<file path="src/rtl/lc3_ctrl_seq.sv">
// lc3_ctrl_seq -- LC-3 control sequencer.
//
// Walks the LC-3 instruction cycle (fetch, decode, execute, memory) and
// presents one packed control word to the datapath each cycle.
//
// Ports:
//   CLK, RESET   clock; asynchronous active-high reset
//   READY        memory access complete (used only when MEM_MODE == 0)
//   IR           instruction register contents
//   N, Z, P      condition codes
//   CTRL         25-bit control word (Moore decode of state + wait counter)
//   STATE        current state code
//   INSTR_DONE   one-cycle pulse in the cycle an instruction retires
//   BUS_ERR      one-cycle pulse when a memory wait times out
//   ILL_OP       one-cycle pulse when DECODE sees opcode 8 or D
//   ERR_STICKY   latched BUS_ERR | ILL_OP, cleared only by RESET
//   INSTRET      retired-instruction count, wraps modulo 2^CNT_W
//
// Memory handshake: in a wait state the sequencer holds CS (and WE for a
// store) every cycle. With MEM_MODE == 0 the access completes in the cycle
// READY is sampled high; with MEM_MODE == 1 it completes on the MEM_LAT-th
// cycle and READY is ignored. Loads from the bus (LD_MDR, LD_REG) assert
// only in the completion cycle.
module lc3_ctrl_seq #(
  parameter int MEM_MODE = 0,
  parameter int MEM_LAT  = 2,
  parameter int TIMEOUT  = 255,
  parameter int CNT_W    = 32
) (
  input  logic             CLK,
  input  logic             RESET,
  input  logic             READY,
  input  logic [15:0]      IR,
  input  logic             N,
  input  logic             Z,
  input  logic             P,
  output logic [24:0]      CTRL,
  output logic [5:0]       STATE,
  output logic             INSTR_DONE,
  output logic             BUS_ERR,
  output logic             ILL_OP,
  output logic             ERR_STICKY,
  output logic [CNT_W-1:0] INSTRET
);

  typedef enum logic [5:0] {
    S_FETCH1 = 6'd18, S_FETCH2 = 6'd33, S_FETCH3 = 6'd35, S_DECODE = 6'd32,
    S_ADD    = 6'd8,  S_AND    = 6'd5,  S_NOT    = 6'd9,  S_LEA    = 6'd14,
    S_LD     = 6'd2,  S_LDR    = 6'd6,  S_LDI1   = 6'd10, S_LDI2   = 6'd24,
    S_LDI3   = 6'd26, S_ST     = 6'd3,  S_STR    = 6'd7,  S_STI1   = 6'd11,
    S_STI2   = 6'd29, S_STI3   = 6'd31, S_MEM11  = 6'd25, S_MEM12  = 6'd27,
    S_MEM21  = 6'd23, S_MEM22  = 6'd16, S_TRAP1  = 6'd15, S_TRAP2  = 6'd28,
    S_TRAP3  = 6'd30, S_JSR    = 6'd4,  S_JSR0   = 6'd20, S_JSR1   = 6'd21,
    S_JMP    = 6'd12, S_BR2    = 6'd22
  } state_t;

  // Single-bit CTRL field positions; multi-bit fields are sliced inline.
  localparam int LD_MAR = 0,  LD_MDR = 1,  LD_IR = 2,  LD_PC = 3;
  localparam int LD_REG = 4,  LD_BEN = 5,  LD_CC = 6;
  localparam int G_MARMUX = 7, G_MDR = 8, G_ALU = 9, G_PC = 10;
  localparam int MARMUX = 11, ADDR1 = 12, CS = 19, WE = 20;

  // Wait counter must reach both the timeout limit and the last latency cycle.
  localparam int WAIT_MAX = (TIMEOUT > MEM_LAT) ? TIMEOUT : MEM_LAT;
  localparam int WCNT_W   = $clog2(WAIT_MAX + 1);
  localparam logic [WCNT_W-1:0] CNT_MAX  = WCNT_W'(WAIT_MAX);
  localparam logic [WCNT_W-1:0] LAT_LAST = WCNT_W'(MEM_LAT - 1);
  localparam logic [WCNT_W-1:0] TO_LIM   = WCNT_W'(TIMEOUT);

  state_t            state, state_nxt, wait_tgt;
  logic [WCNT_W-1:0] wait_cnt;
  logic              ben_q, ben_c;
  logic              is_wait, mem_done, timeout;
  logic              retire, bus_err, ill_op;
  logic [24:0]       c;
  logic              err_q;
  logic [CNT_W-1:0]  instret_q;
  logic              unused_sink;

  assign ben_c   = (IR[11] & N) | (IR[10] & Z) | (IR[9] & P);
  assign is_wait = state inside {S_FETCH2, S_LDI2, S_STI2, S_MEM11, S_MEM22, S_TRAP2};
  assign mem_done = (MEM_MODE == 1) ? (wait_cnt == LAT_LAST) : READY;
  // READY in the limit cycle still completes the access.
  assign timeout = (MEM_MODE == 0) && (TIMEOUT > 0) && is_wait && !READY &&
                   (wait_cnt == TO_LIM);

  // Next state and event pulses.
  always_comb begin
    state_nxt = state;
    wait_tgt  = S_FETCH1;
    retire    = 1'b0;
    bus_err   = 1'b0;
    ill_op    = 1'b0;
    case (state)
      S_FETCH1: state_nxt = S_FETCH2;
      S_FETCH2: wait_tgt  = S_FETCH3;
      S_FETCH3: state_nxt = S_DECODE;
      S_DECODE: begin
        case (IR[15:12])
          4'h0: begin
            if (ben_c) state_nxt = S_BR2;
            else begin
              state_nxt = S_FETCH1;
              retire    = 1'b1;
            end
          end
          4'h1: state_nxt = S_ADD;
          4'h2: state_nxt = S_LD;
          4'h3: state_nxt = S_ST;
          4'h4: state_nxt = S_JSR;
          4'h5: state_nxt = S_AND;
          4'h6: state_nxt = S_LDR;
          4'h7: state_nxt = S_STR;
          4'h9: state_nxt = S_NOT;
          4'hA: state_nxt = S_LDI1;
          4'hB: state_nxt = S_STI1;
          4'hC: state_nxt = S_JMP;
          4'hE: state_nxt = S_LEA;
          4'hF: state_nxt = S_TRAP1;
          default: begin  // opcodes 8 and D
            state_nxt = S_FETCH1;
            ill_op    = 1'b1;
          end
        endcase
      end
      S_ADD, S_AND, S_NOT, S_LEA, S_JMP, S_JSR0, S_JSR1, S_BR2,
      S_MEM12, S_TRAP3: begin
        state_nxt = S_FETCH1;
        retire    = 1'b1;
      end
      S_LD, S_LDR, S_LDI3: state_nxt = S_MEM11;
      S_LDI1:              state_nxt = S_LDI2;
      S_ST, S_STR, S_STI3: state_nxt = S_MEM21;
      S_STI1:              state_nxt = S_STI2;
      S_MEM21:             state_nxt = S_MEM22;
      S_TRAP1:             state_nxt = S_TRAP2;
      S_JSR:               state_nxt = IR[11] ? S_JSR1 : S_JSR0;
      S_LDI2:              wait_tgt  = S_LDI3;
      S_STI2:              wait_tgt  = S_STI3;
      S_MEM11:             wait_tgt  = S_MEM12;
      S_MEM22:             wait_tgt  = S_FETCH1;
      S_TRAP2:             wait_tgt  = S_TRAP3;
      default:             state_nxt = S_FETCH1;
    endcase
    if (is_wait) begin
      if (timeout) begin
        state_nxt = S_FETCH1;
        bus_err   = 1'b1;
      end else if (mem_done) begin
        state_nxt = wait_tgt;
        retire    = (wait_tgt == S_FETCH1);
      end
    end
  end

  // Control word decode.
  always_comb begin
    c = '0;
    case (state)
      S_FETCH1: begin c[LD_MAR] = 1'b1; c[G_PC] = 1'b1; c[LD_PC] = 1'b1; end
      S_FETCH2, S_LDI2, S_STI2, S_MEM11: begin
        c[CS] = 1'b1; c[LD_MDR] = mem_done;
      end
      S_FETCH3: begin c[LD_IR] = 1'b1; c[G_MDR] = 1'b1; end
      S_DECODE: c[LD_BEN] = 1'b1;
      S_ADD, S_AND, S_NOT: begin
        c[LD_REG] = 1'b1; c[18:17] = 2'd1; c[G_ALU] = 1'b1; c[LD_CC] = 1'b1;
        c[22:21] = (state == S_AND) ? 2'd1 : (state == S_NOT) ? 2'd2 : 2'd0;
      end
      S_LEA: begin
        c[LD_REG] = 1'b1; c[14:13] = 2'd2; c[MARMUX] = 1'b1;
        c[G_MARMUX] = 1'b1; c[LD_CC] = 1'b1;
      end
      S_LD, S_LDI1, S_ST, S_STI1: begin
        c[LD_MAR] = 1'b1; c[14:13] = 2'd2; c[MARMUX] = 1'b1; c[G_MARMUX] = 1'b1;
      end
      S_LDR, S_STR: begin
        c[LD_MAR] = 1'b1; c[18:17] = 2'd1; c[ADDR1] = 1'b1; c[14:13] = 2'd1;
        c[MARMUX] = 1'b1; c[G_MARMUX] = 1'b1;
      end
      S_LDI3, S_STI3: begin c[G_MDR] = 1'b1; c[LD_MAR] = 1'b1; end
      S_MEM12: begin c[G_MDR] = 1'b1; c[LD_REG] = 1'b1; c[LD_CC] = 1'b1; end
      S_MEM21: begin c[22:21] = 2'd3; c[G_ALU] = 1'b1; c[LD_MDR] = 1'b1; end
      S_MEM22: begin c[CS] = 1'b1; c[WE] = 1'b1; end
      S_TRAP1: begin c[G_MARMUX] = 1'b1; c[LD_MAR] = 1'b1; end
      S_TRAP2: begin
        c[CS] = 1'b1; c[24:23] = 2'd1; c[G_PC] = 1'b1;
        c[LD_MDR] = mem_done; c[LD_REG] = mem_done;
      end
      S_TRAP3: begin c[G_MDR] = 1'b1; c[16:15] = 2'd1; c[LD_PC] = 1'b1; end
      S_JSR: begin c[G_PC] = 1'b1; c[24:23] = 2'd1; c[LD_REG] = 1'b1; end
      S_JSR0, S_JMP: begin
        c[18:17] = 2'd1; c[ADDR1] = 1'b1; c[16:15] = 2'd2; c[LD_PC] = 1'b1;
      end
      S_JSR1: begin c[14:13] = 2'd3; c[16:15] = 2'd2; c[LD_PC] = 1'b1; end
      S_BR2:  begin c[14:13] = 2'd2; c[16:15] = 2'd2; c[LD_PC] = 1'b1; end
      default: c = '0;
    endcase
  end

  always_ff @(posedge CLK or posedge RESET) begin
    if (RESET) begin
      state     <= S_FETCH1;
      wait_cnt  <= '0;
      ben_q     <= 1'b0;
      err_q     <= 1'b0;
      instret_q <= '0;
    end else begin
      state <= state_nxt;
      // Only wait states hold; any transition restarts the count.
      if (state_nxt == state)
        wait_cnt <= (wait_cnt == CNT_MAX) ? wait_cnt : wait_cnt + WCNT_W'(1);
      else
        wait_cnt <= '0;
      if (c[LD_BEN]) ben_q <= ben_c;
      if (bus_err || ill_op) err_q <= 1'b1;
      if (retire) instret_q <= instret_q + CNT_W'(1);
    end
  end

  // While RESET is held the datapath sees an all-quiet control word.
  assign CTRL       = RESET ? '0 : c;
  assign STATE      = state;
  assign INSTR_DONE = retire & ~RESET;
  assign BUS_ERR    = bus_err & ~RESET;
  assign ILL_OP     = ill_op & ~RESET;
  assign ERR_STICKY = err_q;
  assign INSTRET    = instret_q;

  // BEN is held for the datapath's branch logic; offset bits of IR are not
  // needed by the sequencer.
  assign unused_sink = ^{ben_q, IR[8:0]};

endmodule
</file>
<file path="config.mk">
export PLATFORM = sky130hd
export DESIGN_NAME = lc3_ctrl_seq
export DESIGN_NICKNAME = d
export VERILOG_FILES = /design/src/rtl/lc3_ctrl_seq.sv
export SDC_FILE = /design/constraint.sdc
export NUM_CORES = 1
export LEC_CHECK = 0
export ABC_AREA = 1
export CAP_MARGIN = 30
export CORE_MARGIN = 8
export CORE_UTILIZATION = 50
export DETAILED_ROUTE_END_ITERATION = 8
export PLACE_DENSITY = 0.91
export SLEW_MARGIN = 20
export SYNTH_ARGS = -nofsm -noshare
export SYNTH_HDL_FRONTEND = slang
export SYNTH_SLANG_ARGS = --single-unit
</file>
<file path="constraint.sdc">
create_clock -name CLK -period 3.44 [get_ports CLK]
set_clock_uncertainty 0.05 [all_clocks]
set_input_delay 0.344 -clock CLK [delete_from_list [all_inputs] [get_ports CLK]]
set_output_delay 0.344 -clock CLK [all_outputs]
set_load 0.01 [all_outputs]
</file>
**Yosys cells after proc, flatten, opt, wreduce, memory -nomap -nowiden**

Cells that the tools add are included.
Widths: inputs -> output; s select.

- Register bits: 47
- Output and inout bits: 67
- Input bits: 22

- Mux-type cells: 43
- Equality and inequality tests: 47
- Reductions and logical operators: 28
- $add $sub $neg: 2
- Bitwise logic cells: 9

Operator list:

| operator | number |
|---|---|
| $eq 6x5->1 const B | 15 |
| $pmux 6 s14 | 1 |
| $pmux 6 s11 | 1 |
| $eq 6x4->1 const B | 7 |
| $add 32x1->32 const B | 1 |
| $pmux 6 s5 | 1 |
| $mux 1 | 25 |
| $mux 25 | 1 |
| $eq 4x4->1 const B | 6 |
| $eq 6x3->1 const B | 4 |
| $reduce_or 6->1 | 4 |
| $reduce_or 10->1 | 2 |
| $eq 6x6->1 const B | 3 |
| $mux 6 | 3 |
| $eq 4x3->1 const B | 4 |
| $mux 8 | 2 |
| $reduce_or 5->1 | 3 |
| $reduce_or 14->1 | 1 |
| $reduce_or 7->1 | 2 |
| $eq 6x2->1 const B | 2 |
| $reduce_or 3->1 | 4 |
| $reduce_or 4->1 | 3 |
| $add 8x1->8 const B | 1 |
| $eq 4x2->1 const B | 2 |
| 19 further kinds | 31 |

**Longest topological paths before layout**

Gate-level depths: netlist of run 1.

- Depth after elaboration: 11
- Gate-level depth with buffers: 14

**Least setup slack after synthesis of run 1**

OpenSTA, ideal clock, no wires.

- Path type: reg-to-output
- Start point: register state[1] (netlist: STATE[1])
- End point: output INSTR_DONE
- Data required time: 3.046 ns
- Path buffers: 2
- Arrival time: 1.804 ns
- Cell stages (with the launch flop): 13
- Slack: 1.242 ns
- Path through: dfstp_2 -> buf_4 -> inv_2 -> nor2_2 -> nand3_1 -> nand2_1 -> nor2_1 -> nand2_1 -> inv_1 -> nand4_2 -> nand2_4 -> buf_2 -> nor2_1

- Cells in the longest elaborated chain, start to end: 7
- Elaborated cells on any way between the ends: 28

RTL lines:

| item | RTL line | RTL |
|---|---|---|
| start, declared | 70 | `state_t state, state_nxt, wait_tgt;` |
| start signal, assigned | 209 | `state <= state_nxt;` |
| $eq 6x5->1 (tied with other cells) | 81, 94 |  |
| $pmux 6 s5 (tied with other cells) | 94 | `case (state)` |
| $eq 6x5->1 (tied with other cells) | 151 | `retire = (wait_tgt == S_FETCH1);` |
| $mux 1 or $logic_and 1x1->1 (tied branches) | 149, 84 |  |
| $mux 1 | 146 | `if (timeout) begin` |
| $mux 1 * | 145 | `if (is_wait) begin` |
| $and 1x1->1 * | 224 | `assign INSTR_DONE = retire & ~RESET;` |
| end, declared | 39 | `output logic INSTR_DONE,` |

Mark *: on every way between the ends. The rest lies on a longest branch, timed or not.

**Worst setup path in the final report of run 1**

- Start point: register state[1] (netlist: STATE[1])
- End point: output CTRL[3]

- Cells in the longest elaborated chain, start to end: 4
- Elaborated cells on any way between the ends: 9

RTL lines:

| item | RTL line | RTL |
|---|---|---|
| $eq 6x5->1 or $eq 6x4->1 (tied branches) | 159 | `case (state)` |
| $reduce_or 6->1 (no line) * | -- |  |
| $mux 1 * | 159 |  |
| $mux 25 * | 222 | `assign CTRL = RESET ? '0 : c;` |
| end, declared | 37 | `output logic [24:0] CTRL,` |

Marked as above.

==> results.yml, run 1 <==
pwr:
  switchingPower_mw: 1.39
  cellInternalPower_mw: 1.51
  power_frac_clock_pct: 17.6
  powerDensity_mw_per_mm2: 620
  power.share.switching_pct: 47.9
  pwr-share-comb_pct: 55.0
  peakVddDrop_uv: 311
  p_total_mw: 2.90
  cellLeakagePower_nw: 2.17
  power.sequential.fraction_pct: 27.4
worst_setup_path:
  cp_slowest_cell: "sky130_fd_sc_hd__dfstp_2"
  cp.buffers_inverters: 3
  crit_type: "flop to output port"
  reg2regPathDepth: 12
  timing.critical_path.mode_cell: "sky130_fd_sc_hd__nor2_2"
  timing.critical_path.depth: 7
  cp_top_family: "buffers and inverters"
  critPathArrivalTime_ns: 2.63
  crit_fanout: 9
  series_of_cell_instances_along_the_critical_path: "inv_2, nor2_2, nand2_1, nor2_2, inv_1, a21oi_1, clkdlybuf4s50_1"
  endpoint_kind: "output port"
  crit_required_ns: 3.05
  critical_path.max_stage_delay_ns: 0.67
  setup.worst_path.start_class: "flop"
placement:
  placed_cells_incl_taps: 709
  pre_cts_ws_ns: 0.650
  placement.io_buffers: 77
  gp_routability_congestion: 0.990
  place.detailed.hpwl_um: 8740
die:
  num_rows: 31
  die_h_um: 102
  die_width_um: 102
  fp.dieArea_mm2: 0.0104
  design.portCount: 89
  floorplan.initialDensity_pct: 51.3
  coreArea_mm2: 0.00718
routing:
  vias: 3882
  routed_wl_um: 11100
  drt-wirelength-per-cell_um: 15.5
  drc_errors: 0
  detail_route.vias_per_cell: 5.41
  detail_route.iter0.violations: 252
  dr.pass1.iters: 7
  ant_nets: 0
sta:
  final.period_utilization_pct: 87.8
  setup_tns_ns: 0
  achievable-frequency_mhz: 331
  timing.final.crit_period_ns: 3.02
  report.final.slew_viol_count: 0
  rsz0062_at_grt: "false"
  worst_pin_slew_ns: 0.893
  setup_violations: 0
  slew_headroom_pct: 40.3
  timing_hold_violations_final: 0
  fin_ws_ns: 0.421
worst_hold_path:
  timing.hold.worst.class: "flop to flop"
  hold-path-cell-count: 1
synthesis:
  netlist_area_mm2: 0.00368
  async_flop_share_pct: 100
  synth.ff_latch_count: 47
  postSynthCellCount: 540
  yosys_synthesis_warning_count: 0
  synth_seq_area_share_pct: 32.0
  synth_enable_flop_cells: 0
  synth_area_per_cell_um2: 6.82
  synth_top_flop_cell: "sky130_fd_sc_hd__dfrtp_1"
  synth_cell_type_count: 39
finish:
  postLayoutCoreUtil_pct: 65.1
  finish.net_count: 641
  fraction_of_layout_cells_with_a_size_suffix_above_1_pct: 9.71
  mostFrequentLayoutCells: "sky130_fd_sc_hd__nand2_1 (157), sky130_fd_sc_hd__clkdlybuf4s50_1 (77), sky130_fd_sc_hd__inv_1 (63)"
  instances_no_fill: 717
  insertedDiodeCount: 0
  synth_to_layout_area_growth_pct: 26.9
  n_fill_cell: 656
  commonest_non_fill_non_tap_cell_in_the_layout: "sky130_fd_sc_hd__nand2_1"
clock_network:
  postCtsResizedCells: 0
  htree_num_levels: 2
  cts.clk_slew.worst_paths_ns: 0.10
  worst_skew_pair_later_pin_latency_ns: 0.31
  number_of_clock_buffers_inserted_by_tritoncts: 5
  post_cts_hold_buffer_count: 0
  cts.root.buffer_cell: "sky130_fd_sc_hd__clkbuf_8"
  clk_path_buf_depth: 2
  tritoncts_num_sinks: 47
  post-cts-setup-buffer-count: 0
  tritoncts: "yes"
global_route:
  grt_antenna_before_repair: 0
  grt_overflow: 0
  via_count_of_the_first_global_routing_pass: 3673
  grt_start_max_net_pins: 33
  grt.total_usage_pct: 21.5
  grt_pass1_wl_um: 17900
run:
  maxCapViolCount: 0
outcome:
  outcome: "completed"
## layer usage
layer	GRT usage [%]	routed length, um
met1	29.8	4880
met5	0	0
met2	34.8	5080
met4	4.85	223
met3	2.59	902
## power by group through the flow
stage                     logic, mW  registers (mW)  clock network, mW
after floorplan                1.06           0.802                  0
after global placement         1.56           0.795                  0
after detailed placement       1.59           0.802                  0
after CTS                      1.59           0.792              0.515
after global routing           1.76           0.812              0.538
final                          1.59           0.795              0.509
## metrics by stage
| step | area, um2 | hold WS, ns |
|---|---|---|
| finish | 4670 | 0.434 |
| global route | 4670 | 0.446 |
| CTS | 4670 | 0.444 |
| detailed placement | 4530 | 0.422 |
| global placement | 4530 | 0.413 |
| floorplan | 3690 | 0.400 |
## cell usage after synthesis (3+ instances only)
master | count | share of area (%)
sky130_fd_sc_hd__inv_1 | 64 | 6.5
sky130_fd_sc_hd__xor2_1 | 27 | 6.4
sky130_fd_sc_hd__nor3_1 | 24 | 3.3
sky130_fd_sc_hd__nor2_4 | 4 | 1.2
sky130_fd_sc_hd__a21oi_1 | 13 | 1.8
sky130_fd_sc_hd__dfrtp_1 | 45 | 31
sky130_fd_sc_hd__nor3_2 | 8 | 2.2
sky130_fd_sc_hd__nor2_1 | 51 | 5.2
sky130_fd_sc_hd__o21ai_0 | 15 | 2.0
sky130_fd_sc_hd__nor4_1 | 5 | 0.85
sky130_fd_sc_hd__a31oi_1 | 3 | 0.51
sky130_fd_sc_hd__nand3_1 | 41 | 5.6
sky130_fd_sc_hd__nand3_2 | 5 | 1.4
sky130_fd_sc_hd__buf_4 | 5 | 1.0
sky130_fd_sc_hd__clkbuf_1 | 3 | 0.31
sky130_fd_sc_hd__nand4_1 | 16 | 2.7
sky130_fd_sc_hd__nand3_4 | 4 | 1.9
sky130_fd_sc_hd__nand2_1 | 157 | 16
sky130_fd_sc_hd__nor2_2 | 11 | 1.9
sky130_fd_sc_hd__xnor2_1 | 7 | 1.7
sky130_fd_sc_hd__inv_2 | 8 | 0.82
## worst paths after layout
| kind | to | from | slack, ns |
|---|---|---|---|
| min | ERR_STICKY$_DFFE_PP0P_ | ERR_STICKY$_DFFE_PP0P_ | 0.43 |
| max in group asynchronous | INSTRET[26]$_DFFE_PP0P_ | RESET | 1.85 |
| max | CTRL[3] | STATE[1]$_DFF_PP1_ | 0.42 |
| min in group asynchronous | STATE[0]$_DFF_PP0_ | RESET | 0.81 |
| max reg2reg | wait_cnt[3]$_DFFE_PP0P_ | STATE[1]$_DFF_PP1_ | 0.93 |
| min reg2reg | ERR_STICKY$_DFFE_PP0P_ | ERR_STICKY$_DFFE_PP0P_ | 0.43 |
## state kept, by name, indices dropped and copies added (netlist names)
name and count:
wait_cnt 8, STATE 6, ERR_STICKY 1, INSTRET 32
## cell type report
| class | instances | area [um2] | area share, % |
|---|---|---|---|
| sequential | 47 | 1180 | 25.2 |
| clock inverter | 3 | 71.3 | 1.53 |
| tap | 99 | 124 | 2.65 |
| clock buffer | 5 | 68.8 | 1.47 |
| inverter | 73 | 277 | 5.92 |
| multi-input combinational | 410 | 2160 | 46.2 |
| timing repair buffer | 80 | 793 | 17.0 |
## cell families (layout without fill, tap and decap cells)
group                    count (synthesis)  after routing  share of synthesized area (%)
AO/OA/AOI/OAI                           37             37                           5.54
XOR/XNOR                                34             34                           8.09
adder cells (fa/ha/maj)                  2              2                          0.679
buffers and inverters                   84            161                           9.41
flip-flops                              47             47                           32.0
other                                    1              2                          0.102
AND/OR/NAND/NOR                        335            335                           44.2
(Power assumes the default switching activity.)
==> run 2, diff against run 1 <==
Settings changed: CAP_MARGIN 30 to 20, CORE_UTILIZATION 50 to 51, PLACE_DENSITY 0.91 to 0.92.
Clock period 3.44 ns to 2.8 ns, I/O delays scaled along.
==> run 2 against run 1 <==
Effect of this change: global-route usage rose by 0.86 points; clock power rose by 2%; routed wire length up 2.0%; count of clock-buffer cells in the layout stayed put; sequential share of layout area decreased by 0.56 points; sequential cell count is the same; highest routed layer unchanged; non-clock buffer count is 13 higher; design area up 2.5%; cell count grew 1.8%.
==> results.yml, run 2 (synthesis gave the netlist of run 1 again) <==
outcome:
  outcome: "completed"
routing:
  ant_nets: 0
  detail_route.iter0.violations: 356
  drc_errors: 0
  drt-wirelength-per-cell_um: 15.5
  vias: 3960
  routed_wl_um: 11300
  dr.pass1.iters: 5
  detail_route.vias_per_cell: 5.42
pwr:
  power.sequential.fraction_pct: 26.9
  pwr-share-comb_pct: 58.8
  switchingPower_mw: 1.77
  powerDensity_mw_per_mm2: 760
  cellInternalPower_mw: 1.87
  power.share.switching_pct: 48.6
  power_frac_clock_pct: 14.3
  cellLeakagePower_nw: 2.29
  peakVddDrop_uv: 430
  p_total_mw: 3.64
sta:
  achievable-frequency_mhz: 371
  worst_pin_slew_ns: 0.612
  timing_hold_violations_final: 0
  setup_violations: 0
  final.period_utilization_pct: 96.2
  report.final.slew_viol_count: 0
  slew_headroom_pct: 59.2
  timing.final.crit_period_ns: 2.69
worst_hold_path:
  hold-path-cell-count: 1
  whs_endpoint: "ERR_STICKY$_DFFE_PP0P_"
  hold_path_startpoint: "ERR_STICKY$_DFFE_PP0P_"
  timing.hold.worst.class: "flop to flop"
finish:
  n_fill_cell: 662
  largest_register_ff_count: 32
  finish.net_count: 654
  fraction_of_layout_cells_with_a_size_suffix_above_1_pct: 12.2
  synth_to_layout_area_growth_pct: 30.1
  commonest_non_fill_non_tap_cell_in_the_layout: "sky130_fd_sc_hd__nand2_1"
  register_area_mm2: 0.00118
  multiInputGateArea_mm2: 0.00219
  final_area_mm2: 0.00479
  mostFrequentLayoutCells: "sky130_fd_sc_hd__nand2_1 (157), sky130_fd_sc_hd__clkdlybuf4s50_1 (72), sky130_fd_sc_hd__inv_1 (62)"
  insertedDiodeCount: 0
clock_network:
  htree_num_levels: 2
  tritoncts: "yes"
  cts.clk_slew.worst_paths_ns: 0.08
  tritoncts_num_sinks: 47
  worst_skew_pair_later_pin_latency_ns: 0.31
  post_cts_hold_buffer_count: 0
  number_of_clock_buffers_inserted_by_tritoncts: 5
  clk_path_buf_depth: 2
  cts.root.buffer_cell: "sky130_fd_sc_hd__clkbuf_8"
die:
  floorplan.initialDensity_pct: 51.6
  coreArea_mm2: 0.00714
  design.portCount: 89
  die_width_um: 101
  die_h_um: 101
  fp.dieArea_mm2: 0.0102
  num_rows: 31
global_route:
  grt_start_max_net_pins: 48
  grt_antenna_before_repair: 0
  grt_pass1_wl_um: 18500
  via_count_of_the_first_global_routing_pass: 3846
  grt.total_usage_pct: 22.3
  grt_overflow: 0
placement:
  place.detailed.hpwl_um: 8710
  cell_area_placed_mm2: 0.00455
  gp_routability_congestion: 0.927
  placement.io_buffers: 77
worst_setup_path:
  cp_top_family: "buffers and inverters"
  critical_path.max_stage_delay_ns: 0.64
  cp_slowest_cell: "sky130_fd_sc_hd__dfstp_2"
  cp.buffers_inverters: 2
  critical_path.reg2reg.startpoint: "STATE[1]$_DFF_PP1_"
  crit_required_ns: 2.47
  series_of_cell_instances_along_the_critical_path: "inv_2, nor2_4, nand3_1, and2_1, a41oi_1, clkdlybuf4s50_1"
  crit_fanout: 8
  critPathArrivalTime_ns: 2.36
  r2r-end: "INSTRET[8]$_DFFE_PP0P_"
  crit_type: "flop to output port"
  endpoint_kind: "output port"
  reg2regPathDepth: 12
  setup.worst_path.start_class: "flop"
  rrSetupSlack_ns: 0.38
run:
  maxCapViolCount: 0
run 2: cell count changes in the layout (fill, tap and decap cells not counted), sizes merged:
cell	change
clkinvlp	+1
bufinv	-1
clkdlybuf4s50	-5
dlygate4sd2	+1
buf	+13
dlymetal6s2s	+4
run 2: worst max path at each step:
stage | start | to | slack, ns | cells after the start
after floorplan | STATE[1]$_DFF_PP1_ | INSTR_DONE | 0.67 | 12
after global placement | IR[15] | INSTR_DONE | 0.15 | 9
after detailed placement | IR[15] | INSTR_DONE | 0.15 | 9
after CTS | STATE[4]$_DFF_PP1_ | CTRL[4] | 0.03 | 9
after global routing | STATE[1]$_DFF_PP1_ | CTRL[17] | -0.004 | 7
final | STATE[1]$_DFF_PP1_ | CTRL[8] | 0.11 | 6
run 2: layout make-up:
class | instances | area share [%]
clock buffer | 5 | 1.44
clock inverter | 3 | 0.967
inverter | 73 | 5.77
multi-input combinational | 410 | 45.8
sequential | 47 | 24.7
tap | 99 | 2.59
timing repair buffer | 93 | 18.8
run 2: per-stage QoR:
step	setup slack, ns	util [%]	setup TNS, ns	hold WS [ns]	cells
2_1_floorplan	0.666	-	0	0.400	541
3_3_place_gp	0.153	63.7	0	0.413	711
3_5_place_dp	0.147	63.7	0	0.418	711
4_1_cts	0.0284	66.3	0	0.439	725
5_1_grt	-0.00374	67.1	-0.00374	0.456	730
6_report	0.107	67.1	0	0.428	730
run 2: what timing repair did:
item / in CTS / in global routing
resized for setup: 6 / 9
hold endpoints to repair: 0 / 0
pin swaps: 2 / 1
buffers inserted: 6 / 5
endpoints found under the setup margin: 6 / 18
run 2: metal layers:
layer  vias up  share of wire [%]  GRT usage, %
li1       1905                  -             -
met3        19                8.9          4.70
met1      1845                 44          30.0
met2       191                 46          35.4
met4         0                1.3          5.96
met5         -                  0             0
run 2: power groups by stage:
stage	Sequential [mW]	Combinational [mW]	Clock, mW
after floorplan	0.985	1.30	0
after global placement	0.978	1.93	0
after detailed placement	0.987	1.96	0
after CTS	0.986	2.06	0.527
after global routing	0.999	2.34	0.556
final	0.981	2.14	0.520
run 2: worst reg2reg max path, delay by kind of cell (launching register included):
family,cells,cell delay (ns)
AOI/OAI and AO/OA,1,0.10
and+or+nand+nor,7,0.79
DFF,1,0.64
buffers and inverters,4,0.74
==> run 3, diff against run 2 <==
--- a/config.mk
+++ b/config.mk
@@ -13,2 +13,3 @@
 export PLACE_DENSITY = 0.92
+export SETUP_SLACK_MARGIN = 0.2
 export SLEW_MARGIN = 20
--- a/constraint.sdc
+++ b/constraint.sdc
@@ -4,2 +4,2 @@
 set_output_delay 0.28 -clock CLK [all_outputs]
-set_load 0.01 [all_outputs]
+set_load 0.1 [all_outputs]
==> run 3 against run 2 <==
Effect of this change: routed wire length rose by 7.6%; non-clock buffer count rose by 5; cell count grew 0.68%; sequential cell count unchanged; first-iteration DRC count fell by 29%; sequential power about the same; critical path type unchanged; highest routed layer unchanged.
==> results.yml, run 3 (synthesis gave the netlist of run 1 again) <==
global_route:
  grt_pass1_wl_um: 19900
  via_count_of_the_first_global_routing_pass: 4073
  grt.total_usage_pct: 24.1
  grt_antenna_before_repair: 0
  grt_overflow: 0
  grt_start_max_net_pins: 38
sta:
  slew_headroom_pct: 45.0
  setup_violations: 0
  fin_ws_ns: 0.191
  rsz0062_at_grt: "true"
  final.period_utilization_pct: 93.2
  timing.final.crit_period_ns: 2.61
  worst_pin_slew_ns: 0.817
  timing_hold_violations_final: 0
  report.final.slew_viol_count: 0
  achievable-frequency_mhz: 383
  hold_slack_ns: 0.122
worst_setup_path:
  cp_top_family: "simple AND/OR/NAND/NOR gates"
  cp_slowest_cell: "sky130_fd_sc_hd__dfstp_4"
  critPathArrivalTime_ns: 2.28
  cp.buffers_inverters: 4
  setup.worst_path.start_class: "flop"
  series_of_cell_instances_along_the_critical_path: "inv_4, nor2_4, buf_6, nand3_1, nand2_1, nor2_2, nand2_1, inv_2, nand4_4, nand2_8, nor2_4, buf_12"
  endpoint_kind: "output port"
  crit_required_ns: 2.47
  crit_type: "flop to output port"
  critical_path.max_stage_delay_ns: 0.68
  crit_fanout: 6
die:
  die_h_um: 101
  fp.dieArea_mm2: 0.0102
  die_width_um: 101
  num_rows: 31
  coreArea_mm2: 0.00714
  design.portCount: 89
  floorplan.initialDensity_pct: 51.6
clock_network:
  tritoncts: "yes"
  cts.clk_slew.worst_paths_ns: 0.10
  htree_num_levels: 2
  cts.root.buffer_cell: "sky130_fd_sc_hd__clkbuf_8"
  post_cts_hold_buffer_count: 0
  worst_skew_pair_later_pin_latency_ns: 0.31
  tritoncts_num_sinks: 47
  clk_path_buf_depth: 2
  number_of_clock_buffers_inserted_by_tritoncts: 5
pwr:
  peakVddDrop_uv: 924
  cellLeakagePower_nw: 2.46
  powerDensity_mw_per_mm2: 1000
placement:
  gp_routability_congestion: 0.930
  cell_area_placed_mm2: 0.00494
  placement.io_buffers: 77
  pre_cts_ws_ns: 0.197
  place.detailed.hpwl_um: 9290
  placed_cells_incl_taps: 715
finish:
  instances_no_fill: 735
  commonest_non_fill_non_tap_cell_in_the_layout: "sky130_fd_sc_hd__nand2_1"
  largest_register_ff_count: 32
  fraction_of_layout_cells_with_a_size_suffix_above_1_pct: 29.6
  mostFrequentLayoutCells: "sky130_fd_sc_hd__nand2_1 (154), sky130_fd_sc_hd__buf_4 (62), sky130_fd_sc_hd__inv_1 (59)"
  insertedDiodeCount: 0
  finish.net_count: 659
  postLayoutCoreUtil_pct: 73.6
  final_area_mm2: 0.00525
  synth_to_layout_area_growth_pct: 42.7
routing:
  drc_errors: 0
  routed_wl_um: 12200
  ant_nets: 0
  detail_route.vias_per_cell: 5.44
  drt-wirelength-per-cell_um: 16.6
  detail_route.iter0.violations: 252
  vias: 4000
  dr.pass1.iters: 5
worst_hold_path:
  timing.hold.worst.class: "input pin to asynchronous set/reset pin"
outcome:
  outcome: "completed"
run:
  maxCapViolCount: 0
-- run 3: report_power, final --
part,total (mW),switching (mW),internal [mW]
clock network,0.624,0.261,0.363
registers,1.01,0.189,0.823
logic,3.62,2.65,0.979
total,5.26,3.10,2.16
-- run 3: area by class of cell --
type	count	area, um2
inverters	73	282
well taps	99	124
clock buffers	5	68.8
clock inverters	3	71.3
flip-flops and latches	47	1200
fillers	561	1880
repair buffers	98	1040
multi-input cells	410	2470
-- run 3: final timing paths --
kind	startpoint	endpoint	slack, ns	depth (start not counted)
hold / removal	RESET	STATE[5]$_DFF_PP0_	0.12	2
max in group asynchronous	RESET	STATE[1]$_DFF_PP1_	1.76	3
hold reg to reg	ERR_STICKY$_DFFE_PP0P_	ERR_STICKY$_DFFE_PP0P_	0.44	1
setup reg to reg	STATE[4]$_DFF_PP1_	wait_cnt[7]$_DFFE_PP0P_	0.30	14
min in group CLK	ERR_STICKY$_DFFE_PP0P_	ERR_STICKY$_DFFE_PP0P_	0.44	1
setup / recovery	STATE[4]$_DFF_PP1_	INSTR_DONE	0.19	12
-- run 3: what timing repair did --
item / in CTS / in global routing
pin swaps: 2 / 2
resized for setup: 4 / 17
endpoints found under the setup margin: 4 / 32
setup buffers: 6 / 6
-- run 3: metrics by stage --
stage	setup TNS [ns]	power (mW)
final	0	5.26
after global routing	0	5.51
after CTS	0	5.09
after detailed placement	0	4.39
after global placement	0	4.34
after floorplan	-0.00580	3.59
-- run 3: routing by layer --
layer  part of all wire, %  wire (um)  global-route usage [%]  vias up
met4                   2.8        346                    8.93        0
met1                    39       4800                    27.9     1881
li1                      -          -                       -     1923
met2                    51       6260                    43.8      169
met5                     0          0                       0        -
met3                   6.3        767                    3.38       27
-- run 3: worst register-to-register path, cell delays in order (launching register included) --
cell                      delay [ns]
sky130_fd_sc_hd__dfstp_4        0.68
sky130_fd_sc_hd__inv_4          0.05
sky130_fd_sc_hd__nor2_4         0.17
sky130_fd_sc_hd__buf_4          0.15
sky130_fd_sc_hd__nand3_2        0.11
sky130_fd_sc_hd__nand3_4        0.15
sky130_fd_sc_hd__buf_4          0.16
sky130_fd_sc_hd__nand3_4        0.11
sky130_fd_sc_hd__nand2_1        0.10
sky130_fd_sc_hd__inv_1          0.05
sky130_fd_sc_hd__nand2_1        0.08
sky130_fd_sc_hd__nand2_1        0.07
sky130_fd_sc_hd__nand2_2        0.07
sky130_fd_sc_hd__nand3_4        0.15
sky130_fd_sc_hd__nor3_2         0.24
